--- config.mk ---
export PLATFORM = sky130hd
export DESIGN_NAME = prime_printer_flat
export DESIGN_NICKNAME = d
export VERILOG_FILES = /design/src/rtl/prime_printer_pkg.sv /design/src/rtl/prime_printer_if.sv /design/src/rtl/prime_printer_uart_tx_byte.sv /design/src/rtl/prime_printer.sv /design/src/flat_wrapper.sv
export SDC_FILE = /design/constraint.sdc
export NUM_CORES = 1
export LEC_CHECK = 0
export ABC_CLOCK_PERIOD_IN_PS = 3300
export CORE_UTILIZATION = 60
export CTS_CLUSTER_DIAMETER = 30
export DETAILED_ROUTE_END_ITERATION = 8
export GPL_TIMING_DRIVEN = 0
export PLACE_DENSITY = 0.81
export SLEW_MARGIN = 15
export SYNTH_ARGS = -nofsm -noshare
export SYNTH_HDL_FRONTEND = slang
export SYNTH_HIERARCHICAL = 1
export SYNTH_SLANG_ARGS = --single-unit
--- constraint.sdc ---
create_clock -name clk -period 3.3 [get_ports clk]
set_input_delay 0.66 -clock clk [delete_from_list [all_inputs] [get_ports clk]]
set_output_delay 0.66 -clock clk [all_outputs]
set_load 0.02 [all_outputs]
--- src/rtl/prime_printer_pkg.sv ---
// rtl/prime_printer_pkg.sv - shared states, ASCII constants and sizing helpers for prime_printer.
package prime_printer_pkg;

    typedef enum logic [1:0] {IDLE, CONV, SEND, TERM} state_t;

    localparam logic [7:0] ASCII_0  = 8'h30;
    localparam logic [7:0] ASCII_E  = 8'h45;
    localparam logic [7:0] ASCII_R  = 8'h52;
    localparam logic [7:0] ASCII_CR = 8'h0D;
    localparam logic [7:0] ASCII_LF = 8'h0A;

    function automatic int digits(input int width);
        if (width <= 8)       return 3;
        else if (width <= 16) return 5;
        else                  return 10;
    endfunction

    function automatic int baud_div(input int clk_hz, input int baud);
        return (clk_hz + baud / 2) / baud;
    endfunction

endpackage

--- src/rtl/prime_printer_if.sv ---
// rtl/prime_printer_if.sv - valid/ready prime transfer bus between primogen and prime_printer.
interface prime_printer_if #(parameter int WIDTH = 16) ();
    logic             valid;
    logic [WIDTH-1:0] data;
    logic             error;
    logic             ready;

    modport master (output valid, output data, output error, input ready);
    modport slave  (input valid, input data, input error, output ready);
endinterface

--- src/rtl/prime_printer_uart_tx_byte.sv ---
// rtl/prime_printer_uart_tx_byte.sv - 8N1 byte transmitter; start may coincide with done for gapless frames.
module uart_tx_byte #(
    parameter int DIV = 104
) (
    input  logic       clk,
    input  logic       rst,
    input  logic       i_start,
    input  logic [7:0] i_byte,
    output logic       o_done,
    output logic       o_tx
);
    localparam int BW = $clog2(DIV);

    logic [BW-1:0] r_baud;
    logic [3:0]    r_bit;
    logic [8:0]    r_shift;
    logic          r_busy;
    logic          r_tx;
    logic          w_tick;

    assign w_tick = r_busy && (r_baud == BW'(DIV - 1));
    assign o_done = w_tick && (r_bit == 4'd9);
    assign o_tx   = r_tx;

    // r_bit counts the bit currently on the line: 0 = start, 1..8 = data, 9 = stop
    always_ff @(posedge clk) begin
        if (rst) begin
            r_baud  <= '0;
            r_bit   <= '0;
            r_shift <= '0;
            r_busy  <= 1'b0;
            r_tx    <= 1'b1;
        end else if (i_start && (!r_busy || o_done)) begin
            r_shift <= {1'b1, i_byte};
            r_tx    <= 1'b0;
            r_bit   <= '0;
            r_baud  <= '0;
            r_busy  <= 1'b1;
        end else if (o_done) begin
            r_busy  <= 1'b0;
            r_tx    <= 1'b1;
            r_bit   <= '0;
            r_baud  <= '0;
        end else if (w_tick) begin
            r_baud  <= '0;
            r_tx    <= r_shift[0];
            r_shift <= {1'b0, r_shift[8:1]};
            r_bit   <= r_bit + 4'd1;
        end else if (r_busy) begin
            r_baud  <= r_baud + 1'b1;
        end
    end

endmodule

--- src/rtl/prime_printer.sv ---
// rtl/prime_printer.sv - prints each accepted prime as a decimal ASCII line over UART 8N1.
// Build option: PRIME_PRINTER_CRLF_EN selects a CR LF terminator instead of LF.
module prime_printer
    import prime_printer_pkg::*;
#(
    parameter int WIDTH  = 16,
    parameter int CLK_HZ = 12000000,
    parameter int BAUD   = 115200
) (
    input  logic           clk,
    input  logic           rst,
    prime_printer_if.slave bus,
    output logic           o_tx,
    output logic           o_busy
);
    localparam int DIGITS = digits(WIDTH);
    localparam int DIV    = baud_div(CLK_HZ, BAUD);
    localparam int IW     = $clog2(DIGITS);
    localparam int CW     = $clog2(WIDTH);
`ifdef PRIME_PRINTER_CRLF_EN
    localparam logic [7:0] TERM_FIRST = ASCII_CR;
    localparam bit         TERM_TWO   = 1'b1;
`else
    localparam logic [7:0] TERM_FIRST = ASCII_LF;
    localparam bit         TERM_TWO   = 1'b0;
`endif

    state_t              r_state, w_next;
    logic [WIDTH-1:0]    r_bin;
    logic [4*DIGITS-1:0] r_bcd, w_bcd_adj, w_bcd_shift;
    logic [CW-1:0]       r_cnt;
    logic [IW-1:0]       r_idx, w_msd;
    logic                r_err, r_first, r_lf_sent;
    logic                w_start, w_done, w_ready, w_last_conv;
    logic [7:0]          w_byte;

    function automatic logic [7:0] char_at(input logic [4*DIGITS-1:0] bcd,
                                           input logic err, input logic [IW-1:0] idx);
        if (err) return (idx == IW'(2)) ? ASCII_E : ASCII_R;
        return ASCII_0 + {4'd0, bcd[4*idx +: 4]};
    endfunction

    always_comb begin
        w_bcd_adj = r_bcd;
        for (int i = 0; i < DIGITS; i++)
            if (r_bcd[4*i +: 4] > 4'd4) w_bcd_adj[4*i +: 4] = r_bcd[4*i +: 4] + 4'd3;
        w_bcd_shift = {w_bcd_adj[4*DIGITS-2:0], r_bin[WIDTH-1]};
        // index of the most significant nonzero digit; 0 also covers the value zero
        w_msd = '0;
        for (int i = 0; i < DIGITS; i++)
            if (w_bcd_shift[4*i +: 4] != 4'd0) w_msd = IW'(i);
    end

    assign w_last_conv = (r_cnt == CW'(WIDTH - 1));
    assign w_ready     = (r_state == IDLE);
    assign bus.ready   = w_ready;
    assign o_busy      = !w_ready;

    always_ff @(posedge clk) begin
        if (rst) r_state <= IDLE;
        else     r_state <= w_next;
    end

    always_comb begin
        w_next  = r_state;
        w_start = 1'b0;
        w_byte  = TERM_FIRST;
        unique case (r_state)
            IDLE: if (bus.valid) w_next = bus.error ? SEND : CONV;
            CONV: if (w_last_conv) w_next = SEND;
            SEND: begin
                if (r_first) begin
                    w_start = 1'b1;
                    w_byte  = char_at(r_bcd, r_err, r_idx);
                end else if (w_done) begin
                    w_start = 1'b1;
                    if (r_idx != '0) begin
                        w_byte = char_at(r_bcd, r_err, r_idx - 1'b1);
                    end else begin
                        w_byte = TERM_FIRST;
                        w_next = TERM;
                    end
                end
            end
            TERM: begin
                if (w_done) begin
                    if (TERM_TWO && !r_lf_sent) begin
                        w_start = 1'b1;
                        w_byte  = ASCII_LF;
                    end else begin
                        w_next = IDLE;
                    end
                end
            end
        endcase
    end

    always_ff @(posedge clk) begin
        if (rst) begin
            r_bin     <= '0;
            r_bcd     <= '0;
            r_cnt     <= '0;
            r_idx     <= '0;
            r_err     <= 1'b0;
            r_first   <= 1'b0;
            r_lf_sent <= 1'b0;
        end else begin
            case (r_state)
                IDLE: if (bus.valid) begin
                    r_bin     <= bus.data;
                    r_bcd     <= '0;
                    r_cnt     <= '0;
                    r_err     <= bus.error;
                    r_idx     <= IW'(2);
                    r_first   <= 1'b1;
                    r_lf_sent <= 1'b0;
                end
                CONV: begin
                    r_bcd <= w_bcd_shift;
                    r_bin <= {r_bin[WIDTH-2:0], 1'b0};
                    r_cnt <= r_cnt + 1'b1;
                    if (w_last_conv) r_idx <= w_msd;
                end
                SEND: begin
                    r_first <= 1'b0;
                    if (!r_first && w_done && r_idx != '0) r_idx <= r_idx - 1'b1;
                end
                TERM: if (w_done) r_lf_sent <= 1'b1;
                default: ;
            endcase
        end
    end

    uart_tx_byte #(.DIV(DIV)) u_uart (
        .clk     (clk),
        .rst     (rst),
        .i_start (w_start),
        .i_byte  (w_byte),
        .o_done  (w_done),
        .o_tx    (o_tx)
    );

endmodule

--- src/flat_wrapper.sv ---
// flat-port wrapper written by rule: the top's interface ports become plain ports
module prime_printer_flat import prime_printer_pkg::*;
#(
    parameter int WIDTH  = 16,
    parameter int CLK_HZ = 12000000,
    parameter int BAUD   = 115200
)
  (clk, rst, o_tx, o_busy, bus_valid, bus_data, bus_error, bus_ready);
  prime_printer_if #(.WIDTH(WIDTH)) bus_i ();
  input  logic clk;
  input  logic rst;
  output logic o_tx;
  output logic o_busy;
  input wire logic [$bits(bus_i.valid)-1:0] bus_valid;
  input wire logic [$bits(bus_i.data)-1:0] bus_data;
  input wire logic [$bits(bus_i.error)-1:0] bus_error;
  output wire logic [$bits(bus_i.ready)-1:0] bus_ready;
  assign bus_i.valid = bus_valid;
  assign bus_i.data = bus_data;
  assign bus_i.error = bus_error;
  assign bus_ready = bus_i.ready;
  prime_printer #(.WIDTH(WIDTH), .CLK_HZ(CLK_HZ), .BAUD(BAUD)) u_core (.clk(clk), .rst(rst), .bus(bus_i), .o_tx(o_tx), .o_busy(o_busy));
endmodule
After elaboration in Yosys (flattened, before gate mapping)
Cells that the tools add are included.
- output and inout bits: 3
- word-level logic and storage cells: 132
- register bits: 69
- reduce and logical (&&, ||, !) cells: 29
- order comparisons: 5
- eq/ne operators: 16
- shifts and indexed selects: 2
- multiplexer cells: 57
- add/sub/neg operators: 11
- operators by type and width (cell ; count):
    $mux W8 ; 8
    $pmux W20 S2 ; 1
    $shiftx A20 B6 Y4 ; 2
    $pmux W16 S2 ; 1
    $mux W9 ; 3
    $gt A4 B3 Y1 const B ; 5
    $mux W20 ; 1
    $mux W4 ; 5
    $mux W2 ; 9
    $mux W1 ; 17
    $add A4 B2 Y4 const B ; 4
    $mux W16 ; 1
    $reduce_bool A4 Y1 ; 4
    $mux W3 ; 5
    $add A6 B4 Y7 const A ; 2
    $mux W5 ; 2
    $ne A2 B2 Y1 const B ; 5
    $pmux W3 S3 ; 1
    $reduce_bool A3 Y1 ; 3
    $add A4 B1 Y4 const B ; 2
    $eq A4 B4 Y1 const B ; 2
    $pmux W2 S4 ; 1
    $pmux W4 S2 ; 1
    $reduce_and A2 Y1 ; 4
    other kinds (18) ; 31

Logic depth before layout (Yosys ltp)
- word-level depth: 12
- depth in mapped cells: 12
- gate-level depth less buffers: 10

By module
Netlist, hierarchy kept.
- modules (own cells, without submodules) (module ; cells each ; seq. area each (um^2) ; instances ; area an instance (um^2)):
    prime_printer ; 372 ; 940.9 ; 1 ; 3173.0
    uart_tx_byte ; 110 ; 440.4 ; 1 ; 1021.0

Worst setup path after synthesis
OpenSTA, ideal clock, no wires.
- kind: register to register
- from: register u_core.u_uart.r_baud[0]
- to: register u_core.u_uart.r_shift[4]
- cell stages (with the launch flop): 13
- data required time: 3.178 ns
- path slack: 0.770 ns
- arrival time: 2.408 ns
- period minus slack after synthesis: 2.530 ns
- path through: dfxtp_1 -> ha_1 -> nand4_1 -> or2_1 -> buf_6 -> nor2_1 -> nor2_1 -> nor2_1 -> nand2b_1 -> o211ai_1 -> buf_2 -> a21boi_0 -> a221o_1
- longest elaborated chain between the ends: 9
- ends and longest elaborated chain (element ; RTL line ; text):
    from (decl) ; prime_printer_uart_tx_byte.sv:14 ; logic [BW-1:0] r_baud;
    from (signal assigned) ; prime_printer_uart_tx_byte.sv:50 ; r_baud <= r_baud + 1'b1;
    $eq A7 B7 Y1 (*) ; prime_printer_uart_tx_byte.sv:21 ; assign w_tick = r_busy && (r_baud == BW'(DIV - 1));
    $logic_and A1 B1 Y1 (*) ; prime_printer_uart_tx_byte.sv:21 ;
    $logic_and A1 B1 Y1 (*) ; prime_printer_uart_tx_byte.sv:22 ; assign o_done = w_tick && (r_bit == 4'd9);
    net u_core.w_done ; prime_printer.sv:34 ; logic w_start, w_done, w_ready, w_last_conv;
    $mux W1 (*) ; prime_printer.sv:75 ; end else if (w_done) begin
    $mux W1 (*) ; prime_printer.sv:72 ; if (r_first) begin
    $mux W1 (*) ; prime_printer.sv:68 ; unique case (r_state)
    net u_core.w_start ; prime_printer.sv:34 ;
    $logic_and A1 B1 Y1 (*) ; prime_printer_uart_tx_byte.sv:33 ; end else if (i_start && (!r_busy || o_done)) begin
    $ne A2 B1 Y1 (no source line) or $reduce_bool A2 Y1 (tied branches) ; - ;
    $reduce_and A2 Y1 (no source line) ; - ;
    to (signal assigned) ; prime_printer_uart_tx_byte.sv:34 ; r_shift <= {1'b1, i_byte};
    to (signal assigned) ; prime_printer_uart_tx_byte.sv:47 ; r_shift <= {1'b0, r_shift[8:1]};
    to (decl) ; prime_printer_uart_tx_byte.sv:16 ; logic [8:0] r_shift;
Mark *: on every way through the listed nets, which the timed path passes. The rest lies on a longest branch.
A chain may end at the register's enable or synchronous reset.

Worst setup path after layout
Ends and elaborated chain as after synthesis.

==> reports/summary.txt <==
Quantity of I/O buffers inserted on ports: 22
YS warnings: 6
Max FO, Critical Path: 10
Number of global-route vias before repair: 3405
Tightest Pin Transition: 0.667 ns
Hold Path End: u_core/u_uart/r_shift[6]
Reg-to-reg slack, setup: 0.29 ns
Endpoints failing hold: 0
GR Util All Layers: 27.5%
Share of final-layout standard cells stronger than drive strength 1: 10.0%
Number of design rule violations left after detail routing: 0
Outcome: finished, final reports clean
Final critical delay including setup and external delays: 3.01 ns
Antenna cells: 0
Clk buf depth: 2
Hold-fix buffer count after cts: 0
Total negative slack: 0 ns
Final Max Tran Viols: 0
TritonCTS buffer count: 9
Core ar.: 6760 um2
Drt pass-1 iters: 5
Vias per cell: 6.24
CTS tree: yes
Share of synthesized flip-flops with an asynchronous set or reset: 0%
Final Routed Wirelength: 9.60 mm
Syn_nets: 521
Global route total overflow: 0
P_leak: 1.86 nW
Path category of the worst min-delay check: flip-flop to flip-flop
Antenna violations before repair: 0
Worst slew margin relative to its limit: 55.2%
Final period util: 91.3%
Hold-critical path depth: 1
Clock root buffer master: clkbuf_8
FF-to-FF path depth: 12
Fin Clk Skew: 0.00790 ns
Count of vias placed by the detailed router: 3741
Setup repair after global routing missed its margin: no
Effective utilization at floorplan: 62.1%
Worst setup slack after layout: 0.287 ns
Max-cap violations: 0
Total half-perimeter wirelength after legalization and detailed placement: 6.73 mm
Clock Sink Count: 69
Vertical extent of the die: 85.6 um
Syn Area/Cell: 8.70 um2
Worst-Skew Late Latency: 0.35 ns
Number of cell rows: 30
Critical register-to-register path endpoint: u_core/u_uart/r_shift[4]
Classification of the worst setup path: flip-flop to flip-flop
Critical path arrival: 3.25 ns
Number of design-rule violations left by the first detailed-router iteration: 325
Netlist area before placement: 4190 um2
Count of nets after finishing: 554
Largest net degree at the start of global routing: 13
Setup crit start kind: flip-flop
Top library cells by usage in the layout, fill and taps aside: nor2_1 (71), dfxtp_1 (69), inv_1 (25), mux2i_1 (25)
Layout Area Growth over Synthesis: 13.6%
Wire length of the first global-routing pass: 16.0 mm
Number of instances in the synthesized netlist: 482
Total of endpoints with negative setup slack in the final report: 0
Count of boundary I/O pins: 23
PwrDens: 591 nW/um2
Total design power: 2.82 mW
Most frequent standard cell in the layout excluding fill and tap cells: nor2_1
Count of fill cells added during filler insertion: 536
Critical path capture point type: flip-flop
Fmax: 332 MHz
Chip Width: 85.6 um
Distinct cell type count of the synthesized netlist: 66
Critical register-to-register path startpoint: u_core/u_uart/r_baud[0]
Clock-pin slew on the worst setup and hold paths: 0.08 ns
Portion of the post-synthesis area used by sequential elements: 32.9%
Drt wl/cell: 16.0 um
Placer congestion estimate: 0.875
Number of antenna-violating nets in the routed design: 0
Number of flip-flops and latches in the synthesized netlist: 69
Area of the die: 7330 um2
CP Data Required Time: 3.54 ns
Min-delay src: u_core/u_uart/r_shift[7]
Largest voltage drop on the vdd net: 0.450 mV
# H-tree levels: 3
Post-placement setup slack: 0.252 ns
Number of flops mapped to enable cells by yosys: 0
Top FF cell, synth: dfxtp_1
==> cell type report <==
cell class / count / area [um2] / area share [%]
multi-input combinational: 358 / 2550 / 53.6
clock inverter: 5 / 106 / 2.23
buffer: 30 / 168 / 3.52
timing repair buffer: 22 / 220 / 4.62
clock buffer: 11 / 141 / 2.97
tap: 80 / 100 / 2.10
inverter: 25 / 93.8 / 1.97
sequential: 69 / 1380 / 29.0
==> worst max-delay path by stage <==
| stage | cells past startpoint | startpoint | end | slack (ns) |
|---|---|---|---|---|
| 2_1_floorplan | 12 | u_core/u_uart/r_baud[0] | u_core/u_uart/r_shift[4] | 0.77 |
| 3_3_place_gp | 12 | u_core/u_uart/r_baud[0] | u_core/u_uart/r_shift[2] | 0.35 |
| 3_5_place_dp | 12 | u_core/u_uart/r_baud[0] | u_core/u_uart/r_shift[4] | 0.25 |
| 4_1_cts | 12 | u_core/u_uart/r_baud[0] | u_core/u_uart/r_shift[4] | 0.23 |
| 5_1_grt | 11 | u_core/u_uart/r_baud[0] | u_core/u_uart/r_shift[1] | 0.04 |
| 6_report | 12 | u_core/u_uart/r_baud[0] | u_core/u_uart/r_shift[4] | 0.29 |
==> state kept, by name, summed over array words and instances, names as in the netlist, 2 cells and up <==
name	count
u_core/u_uart/r_bit	4
u_core/r_bcd	20
u_core/r_cnt	4
u_core/r_state	2
u_core/u_uart/r_shift	9
u_core/r_idx	3
u_core/r_bin	16
u_core/u_uart/r_baud	7
==> cells in the mapped netlist, drive strengths merged (4+ instances only) <==
master | instances | area (um2)
mux4 | 8 | 191
a21oi | 20 | 100
a221o | 8 | 80.1
nand3 | 12 | 60.1
buf | 14 | 85.1
clkbuf | 16 | 82.6
ha | 19 | 238
nor2 | 72 | 270
or3 | 7 | 43.8
dfxtp | 69 | 1380
a211oi | 19 | 143
a31oi | 4 | 25.0
o21ai | 22 | 114
nor3b | 6 | 50.1
nor2b | 11 | 76.3
inv | 25 | 93.8
nand3b | 4 | 42.5
o31ai | 6 | 45.0
nand2 | 22 | 82.6
o211ai | 5 | 37.5
a21boi | 10 | 75.1
xor2 | 4 | 35.0
a22oi | 14 | 105
and3 | 4 | 25.0
nand4 | 5 | 31.3
xnor2 | 6 | 52.6
nand2b | 5 | 31.3
a32oi | 6 | 52.6
mux2i | 25 | 250
==> logic make-up after synthesis <==
group | after synthesis | share of synthesized area, %
xor gates and xnor gates | 10 | 2.09
AOI/OAI and AO/OA | 130 | 22.1
other | 1 | 0.0894
muxes | 35 | 11.2
DFF | 69 | 32.9
adders and majority gates | 19 | 5.67
and+or+nand+nor | 163 | 19.7
buffers and inverters | 55 | 6.24
==> routing by layer <==
layer	part of all wire [%]	GRT usage, %	up-vias	wire, um
met4	1.8	10.3	0	174
met1	46	39.2	1774	4440
met2	46	42.4	124	4400
li1	-	-	1823	-
met3	6.1	3.95	20	586
met5	0	0	-	0
==> through the flow <==
step | instance area, um2 | instances | utilization, % | hold WS [ns]
final | 4760 | 600 | 70.5 | 0.484
after global routing | 4760 | 600 | 70.5 | 0.501
after global placement | 4510 | 584 | 66.8 | 0.461
after floorplan | 4190 | 482 | - | 0.449
after CTS | 4760 | 600 | 70.5 | 0.486
after detailed placement | 4510 | 584 | 66.8 | 0.467
==> critical path, stage by stage (launching register included) <==
cell and delay, ns:
dfxtp_1 0.38, ha_1 0.23, nand4_1 0.29, or2_1 0.33, buf_6 0.14, nor2_1 0.25, nor2_1 0.09, nor2_2 0.22
nand2b_1 0.15, o211ai_1 0.17, buf_2 0.26, a21boi_0 0.11, a221o_1 0.27
==> where the power goes <==
part           internal, mW  switching, mW  total (mW)
combinational         0.347          0.585       0.933
clock                 0.526          0.332       0.857
sequential            0.946         0.0805        1.03
==> what timing repair did <==
item / in CTS / in global routing
buffers inserted: 0 / 0
gates resized for setup: 0 / 1
endpoints found under the setup margin: 0 / 8
Note: power is estimated with default switching activity, not from simulation.
